<file path="src/rtl/stk_seq.sv">
// Stack micro-sequencer: expands PUSH/POP/CALL/RET into register-file, ALU,
// data-memory and PC control steps that override the normal decoder.
// Parameters: STK_LO (full SP), STK_HI (empty/reset SP).
// Ports: clk, rst_n (async, active-low), o/go (instruction word and valid),
//   abort (sync flush), spv (current SP value), busy (stall fetch),
//   ovr (override decoder), ra/rb/wad (regfile addresses), op (ALU op),
//   bim (B operand = 1), we/dmwe/dms/pcwe/pcs (write and select strobes),
//   done (final step pulse), fault (stack bound fault pulse).
// Optional macro STK_BOUND_EN: refuse PUSH/CALL at STK_LO and POP/RET at
//   STK_HI, pulsing fault instead of starting.
module stk_seq #(
    parameter logic [15:0] STK_LO = 16'h0080,
    parameter logic [15:0] STK_HI = 16'h0100
) (
    input  logic        clk,
    input  logic        rst_n,
    input  logic [15:0] o,
    input  logic        go,
    input  logic        abort,
    input  logic [15:0] spv,
    output logic        busy,
    output logic        ovr,
    output logic [1:0]  ra,
    output logic [1:0]  rb,
    output logic [1:0]  wad,
    output logic [3:0]  op,
    output logic        bim,
    output logic        we,
    output logic        dmwe,
    output logic        dms,
    output logic        pcwe,
    output logic        pcs,
    output logic        done,
    output logic        fault
);

    typedef enum logic [2:0] {
        IDLE = 3'd0,
        DEC  = 3'd1,
        MEM  = 3'd2,
        JMP  = 3'd3,
        INC  = 3'd4
    } state_t;

    localparam logic [1:0] S_PUSH = 2'b00;
    localparam logic [1:0] S_POP  = 2'b01;
    localparam logic [1:0] S_CALL = 2'b10;
    localparam logic [1:0] S_RET  = 2'b11;

    localparam logic [3:0] OP_ADD = 4'b0000;
    localparam logic [3:0] OP_SUB = 4'b0001;
    localparam logic [3:0] OP_THA = 4'b1110;
    localparam logic [3:0] OP_THB = 4'b1111;

    state_t     state;
    logic [1:0] sub;
    logic [1:0] spr;
    logic [1:0] dr;

    logic hit;
    logic viol;
    logic start;
    logic fin;

    // rst_n gates hit so every output sits at its idle value during reset
    assign hit = rst_n & go & ~abort & (state == IDLE)
               & (o[15:6] == 10'b0000000001);

`ifdef STK_BOUND_EN
    // o[4] clear means PUSH/CALL (grows the stack), set means POP/RET
    assign viol = o[4] ? (spv == STK_HI) : (spv == STK_LO);
`else
    logic unused_spv;
    assign unused_spv = ^spv;
    assign viol = 1'b0;
`endif

    assign start = hit & ~viol;
    assign fault = hit & viol;

    always_ff @(posedge clk or negedge rst_n) begin
        if (!rst_n) begin
            state <= IDLE;
            sub   <= 2'b00;
            spr   <= 2'b00;
            dr    <= 2'b00;
        end else if (state != IDLE && abort) begin
            state <= IDLE;
        end else begin
            unique case (state)
                IDLE: begin
                    if (start) begin
                        sub   <= o[5:4];
                        spr   <= o[3:2];
                        dr    <= o[1:0];
                        state <= o[4] ? MEM : DEC;
                    end
                end
                DEC: state <= MEM;
                MEM: begin
                    unique case (sub)
                        S_PUSH:  state <= IDLE;
                        S_CALL:  state <= JMP;
                        default: state <= INC;
                    endcase
                end
                JMP:     state <= IDLE;
                INC:     state <= IDLE;
                default: state <= IDLE;
            endcase
        end
    end

    assign fin = (state == JMP) | (state == INC)
               | ((state == MEM) & (sub == S_PUSH));

    assign busy = start | ((state != IDLE) & ~fin);
    assign done = fin & ~abort;

    always_comb begin
        ovr  = 1'b0;
        ra   = 2'b00;
        rb   = 2'b00;
        wad  = 2'b00;
        op   = OP_THB;
        bim  = 1'b0;
        we   = 1'b0;
        dmwe = 1'b0;
        dms  = 1'b0;
        pcwe = 1'b0;
        pcs  = 1'b0;
        unique case (state)
            DEC: begin
                ovr = 1'b1;
                ra  = spr;
                wad = spr;
                op  = OP_SUB;
                bim = 1'b1;
                we  = 1'b1;
            end
            MEM: begin
                ovr = 1'b1;
                ra  = spr;
                op  = OP_THA;
                if (sub == S_PUSH || sub == S_CALL) begin
                    rb   = dr;
                    dmwe = 1'b1;
                    pcs  = (sub == S_CALL);
                end else begin
                    dms = 1'b1;
                    if (sub == S_RET) begin
                        pcwe = 1'b1;
                    end else begin
                        we  = 1'b1;
                        wad = dr;
                    end
                end
            end
            JMP: begin
                ovr  = 1'b1;
                rb   = dr;
                op   = OP_THB;
                pcwe = 1'b1;
            end
            INC: begin
                ovr = 1'b1;
                ra  = spr;
                wad = spr;
                op  = OP_ADD;
                bim = 1'b1;
                we  = 1'b1;
            end
            default: ;
        endcase
        // a flush kills every architectural write in the current step
        if (state != IDLE && abort) begin
            we   = 1'b0;
            dmwe = 1'b0;
            pcwe = 1'b0;
        end
    end

endmodule

</file>
<file path="config.mk">
export PLATFORM = sky130hd
export DESIGN_NAME = stk_seq
export DESIGN_NICKNAME = d
export VERILOG_FILES = /design/src/rtl/stk_seq.sv
export SDC_FILE = /design/constraint.sdc
export NUM_CORES = 1
export LEC_CHECK = 0
export BUFFER_PORTS_ARGS = -buffer_cell sky130_fd_sc_hd__buf_2
export CELL_PAD_IN_SITES_DETAIL_PLACEMENT = 0
export CELL_PAD_IN_SITES_GLOBAL_PLACEMENT = 1
export CORE_MARGIN = 5
export CORE_UTILIZATION = 26
export CTS_CLUSTER_DIAMETER = 100
export DETAILED_ROUTE_END_ITERATION = 7
export GPL_ROUTABILITY_DRIVEN = 0
export PLACE_DENSITY_LB_ADDON = 0.1
export REMOVE_ABC_BUFFERS = 1
export SLEW_MARGIN = 20
export SYNTH_ARGS = -nofsm -noshare
export SYNTH_HDL_FRONTEND = slang
export SYNTH_SLANG_ARGS = --single-unit
</file>
<file path="constraint.sdc">
create_clock -name clk -period 1.7 [get_ports clk]
set_input_delay 0.34 -clock clk [delete_from_list [all_inputs] [get_ports clk]]
set_output_delay 0.34 -clock clk [all_outputs]
set_load 0.1 [all_outputs]
</file>
; Word-level counts from Yosys, hierarchy flattened
; Index checks and enable logic that the tools add are counted.
; Widths: inputs -> output; s select.
[totals]
regBits = 9
latchBits = 0
ram_bits = 0
romBits = 0
inputBits = 36
output_inout_bits = 20
elab_cells = 63
n_memories = 0
[op_classes]
add_sub_neg = 0
multipliers = 0
div_mod_pow = 0
order_cmp = 0
n_eq_ne = 8
n_shift = 0
n_mux = 29
n_bitwise = 13
reduce_logical = 9
[ops]
columns = op, count
row1 = $mux 1, 15
row2 = $pmux 4 s3, 1
row3 = $eq 10x1->1 const B, 1
row4 = $mux 2, 5
row5 = $pmux 3 s3, 1
row6 = $pmux 2 s2, 2
row7 = $and 1x1->1, 7
row8 = $eq 3x2->1 const B, 2
row9 = $mux 3, 2
row10 = $pmux 3 s2, 1
row11 = $eq 2x2->1 const B, 2
row12 = $pmux 1 s2, 2
row13 = $reduce_or 4->1, 1
row14 = $eq 3x1->1 const B, 1
row15 = $eq 3x3->1 const B, 1
row16 = $logic_not 3->1, 1
row17 = $ne 3x2->1 const B, 1
row18 = $not 1->1, 3
row19 = $or 1x1->1, 3
row20 = $reduce_and 3->1, 1
row21 = $reduce_bool 3->1, 1
row22 = $reduce_or 3->1, 1
row23 = $logic_not 2->1, 1
row24 = $reduce_or 2->1, 1
row25 = 2 further kinds, 2

; Depth between registers and ports, before layout
[logic_depth]
ltp_word = 7
ltp_mapped = 5
ltp_nobuf = 4

; Worst setup path after synthesis
; No wires, ideal clock.
[synth_timing]
path_type = register to output
from = register state[0]
to = output we
arrival_ns = 3.771
required_time_ns = 1.360
path_slack_ns = -2.411
stages_incl_launch_ff = 5
path_buffers = 1
path_cell_list = dfrtp_1 buf_2 xnor2_1 nor2_1 a2bb2oi_1
[synth_between]
elab_chain_cells = 4
word_cells_on_any_way = 8
classes_between = eq/ne (3) / mux (2) / reduce/logical (3)
[synth_lines]
columns = item, line_no
row1 = start: declaration, 55  ; state_t state;
row2 = start signal: assignment, 96  ; state <= o[4] ? MEM : DEC;
row3 = $eq 3x3->1 or $eq 3x1->1 (tied branches), 132  ; unique case (state)
row4 = $reduce_or 2->1 (no source line), --
row5 = $pmux 1 s2, 132
row6 = $mux 1 *, 176  ; if (state != IDLE && abort) begin
row7 = end: declaration, 28  ; output logic we,
; Mark *: on every way between the ends. The rest lies on a longest branch, timed or not.

; Final worst setup path
[layout_timing]
from = register state[2]
to = output wad[1]
[layout_between]
elab_chain_cells = 3
word_cells_on_any_way = 5
classes_between = eq/ne (3) / mux (1) / reduce/logical (1)
[layout_lines]
columns = item, line_no
row1 = $eq 3x3->1 or $eq 3x1->1 (tied branches), 132
row2 = $reduce_or 2->1 (no source line), --
row3 = $pmux 2 s2 *, 132
row4 = end: declaration, 25  ; output logic [1:0] wad,
; Marks and branches as above.

==> impl_metrics.tcl <==
set metrics [dict create \
    run_status "finished, violations left" \
    failed_checks "negative setup slack" \
    clock_tree.root_cell "clkbuf_4" \
    wirelength_um 2310 \
    synth_enable_flop_cells 0 \
    viasPerCell 4.73 \
    area_delta_synth_final_pct 131 \
    final_max_slew_viol_count 0 \
    grt_usage 0.121 \
    final_period_minus_worst_setup_slack_ps 2020 \
    final_core_util 0.635 \
    yosys_most_used_dff "dfrtp_1" \
    setup-tns-final_ps -4410 \
    yosys.area.top_type_share 0.325 \
    post_route_cells_drive_above_1_share 0.806 \
    synth-warning-count 0 \
    critPathMaxFanout 3 \
    first_pass_iters 4 \
    number_of_antenna_violations_at_the_first_check_in_global_routing 0 \
    rsz0062_at_grt "true" \
    dp_slack_ps -80.2 \
    drt_iter0_markers 15 \
    final.setup_skew_ps 2.99 \
    worst-setup-path-type "register to primary output" \
    synth_top_area_cell "dfrtp_1" \
    fmax_mhz 495 \
    worst_path_required_time_ps 1360 \
    yosys_register_bits 9 \
    worst_hold_slack_ps 3.49 \
    crit_path_end_kind "primary output" \
    avgSynthCellArea_um2 9.88 \
    place.port_buffers 38 \
    clk_pin_slew_ps 60 \
    tritoncts "done" \
    static-leakage-power_nw 0.733 \
    fp-row-count 18 \
    clock_sinks 9 \
    ctsLongestPathBuffers 2 \
    hold_buffers 0 \
    worst-r2r-setup-slack_ps -80 \
    syn-cell-area_um2 692 \
    final_cells 164 \
    io_pins 56 \
    fillers 209 \
    yosysUniqueCellTypes 34 \
    design_power_total_mw 0.494 \
    count_of_final_setup_violators 25 \
    synthCells 70 \
    seq_area_um2 229 \
    wire_length_of_the_first_global_routing_pass_um 3410 \
    clk-insertion-delay-late_ps 260 \
    cts-buffers-inserted 3 \
    final_worst_slack_ps -319 \
    synth.yosys.seq_area_share 0.325 \
    vias 775 \
    finalNetCount 171 \
    dp_hpwl_um 1640 \
    ctsHtreeMaxLevel 1 \
    dpl_cell_area_mm2 0.00132 \
    via_count_of_the_first_global_routing_pass 806 \
    drc 0 \
    fp.dieArea_mm2 0.00379 \
    design.core.area_mm2 0.00252 \
    multi_input_area_um2 579 \
    worstHoldPathType "input port to async pin" \
    worst-endpoint-arrival_ps 1680 \
    crit_path_start_kind "register" \
    crit_share_post_route 1.19 \
    drt-wirelength-per-cell_um 14.1 \
    fp.dieH_um 61.6 \
    insertedDiodeCount 0 \
    die_width_um 61.6 \
    grt_overflow_total 0 \
    placedCellCount 153 \
    cellPowerDensity_mw_per_mm2 309 \
    initial_utilization 0.274 \
    proportion_of_register_bits_with_asynchronous_set_or_reset_after_synthesis 1.00 \
    synth_top_cells_by_area "dfrtp_1 (33%), mux2_1 (9.8%), nor2_1 (3.8%), buf_4 (3.3%), nand4_4 (3.1%)" \
    design_area_mm2 0.00160 \
    antenna_violating_nets_post_route 0 \
    grt_max_degree 10 \
    power.ir.vdd_worst_mv 0.484 \
    hold_violations 0 \
    timing.max_cap.violations 0 \
]
-- path summary, 6_finish.rpt --
check                           startpoint        to  depth (start not counted)
worst max register to register    state[2]    spr[1]                          5
max in group asynchronous            rst_n    sub[0]                          2
worst max-delay path              state[2]    wad[1]                          6
worst min-delay path                 rst_n  state[0]                          2
worst min register to register      spr[0]    spr[0]                          1
min in group clk                      o[2]    spr[0]                          2
-- sequential cells by signal (all words and copies together) (netlist names) --
signal,flops
sub,2
dr,2
state,3
spr,2
-- layout make-up --
type,instances,area share
well taps,30,0.0234
clock buffers,4,0.0164
inverters,3,0.0109
repair buffers,66,0.445
flip-flops and latches,9,0.143
multi-input cells,52,0.362
-- power by group --
group / internal (mW) / total, mW / switching, mW
logic: 0.0505 / 0.117 / 0.0663
registers: 0.215 / 0.218 / 0.00224
clock network: 0.0901 / 0.160 / 0.0699
-- cell families after synthesis --
group                      Yosys count  synth area share
DFF                                  9             0.326
AOI/OAI and AO/OA                   12             0.121
other                                1           0.00542
adders and majority gates            1            0.0145
xor gates and xnor gates             3            0.0380
muxes                                7             0.112
buffers and inverters                9            0.0796
and+or+nand+nor                     28             0.304
-- Yosys cell counts, drive strengths merged (2+ instances only) --
cell,instances
dfrtp,9
nor2,8
buf,6
mux2,6
a21oi,4
nor3,4
inv,3
a22o,2
a2bb2oi,2
and2,2
nand2b,2
nor2b,2
nor3b,2
nor4,2
xnor2,2
-- what timing repair did --
action                                  CTS  global route
resized for setup                        42            10
buffers inserted                          7             5
endpoints found under the setup margin   23            25
hold endpoints to repair                  0             0
pin swaps                                 9             7
-- per-layer routing --
metal	wire, µm	global-route usage	vias up
met2	1210	0.217	17
met5	0	0	-
met1	969	0.140	381
met3	83	0.0105	6
met4	49	0.0667	0
li1	-	-	371
-- critical path, stage by stage, from the launching register on --
cell and delay [ps]:
dfrtp_1 410, nand2b_4 160, nand3b_1 200, nor2_2 160
buf_4 140, a22o_1 170, buf_12 180
-- layout by cell type (no fill, tap or decap), types with 3 or more instances in the layout --
master,count
buf_4,21
buf_2,19
buf_12,19
buf_6,7
mux2_4,6
dfrtp_1,6
nor2_2,3
nor3_4,3
nor2_4,3
clkbuf_4,3
dfrtp_2,3
No activity file was read; power rests on OpenSTA's default activity.
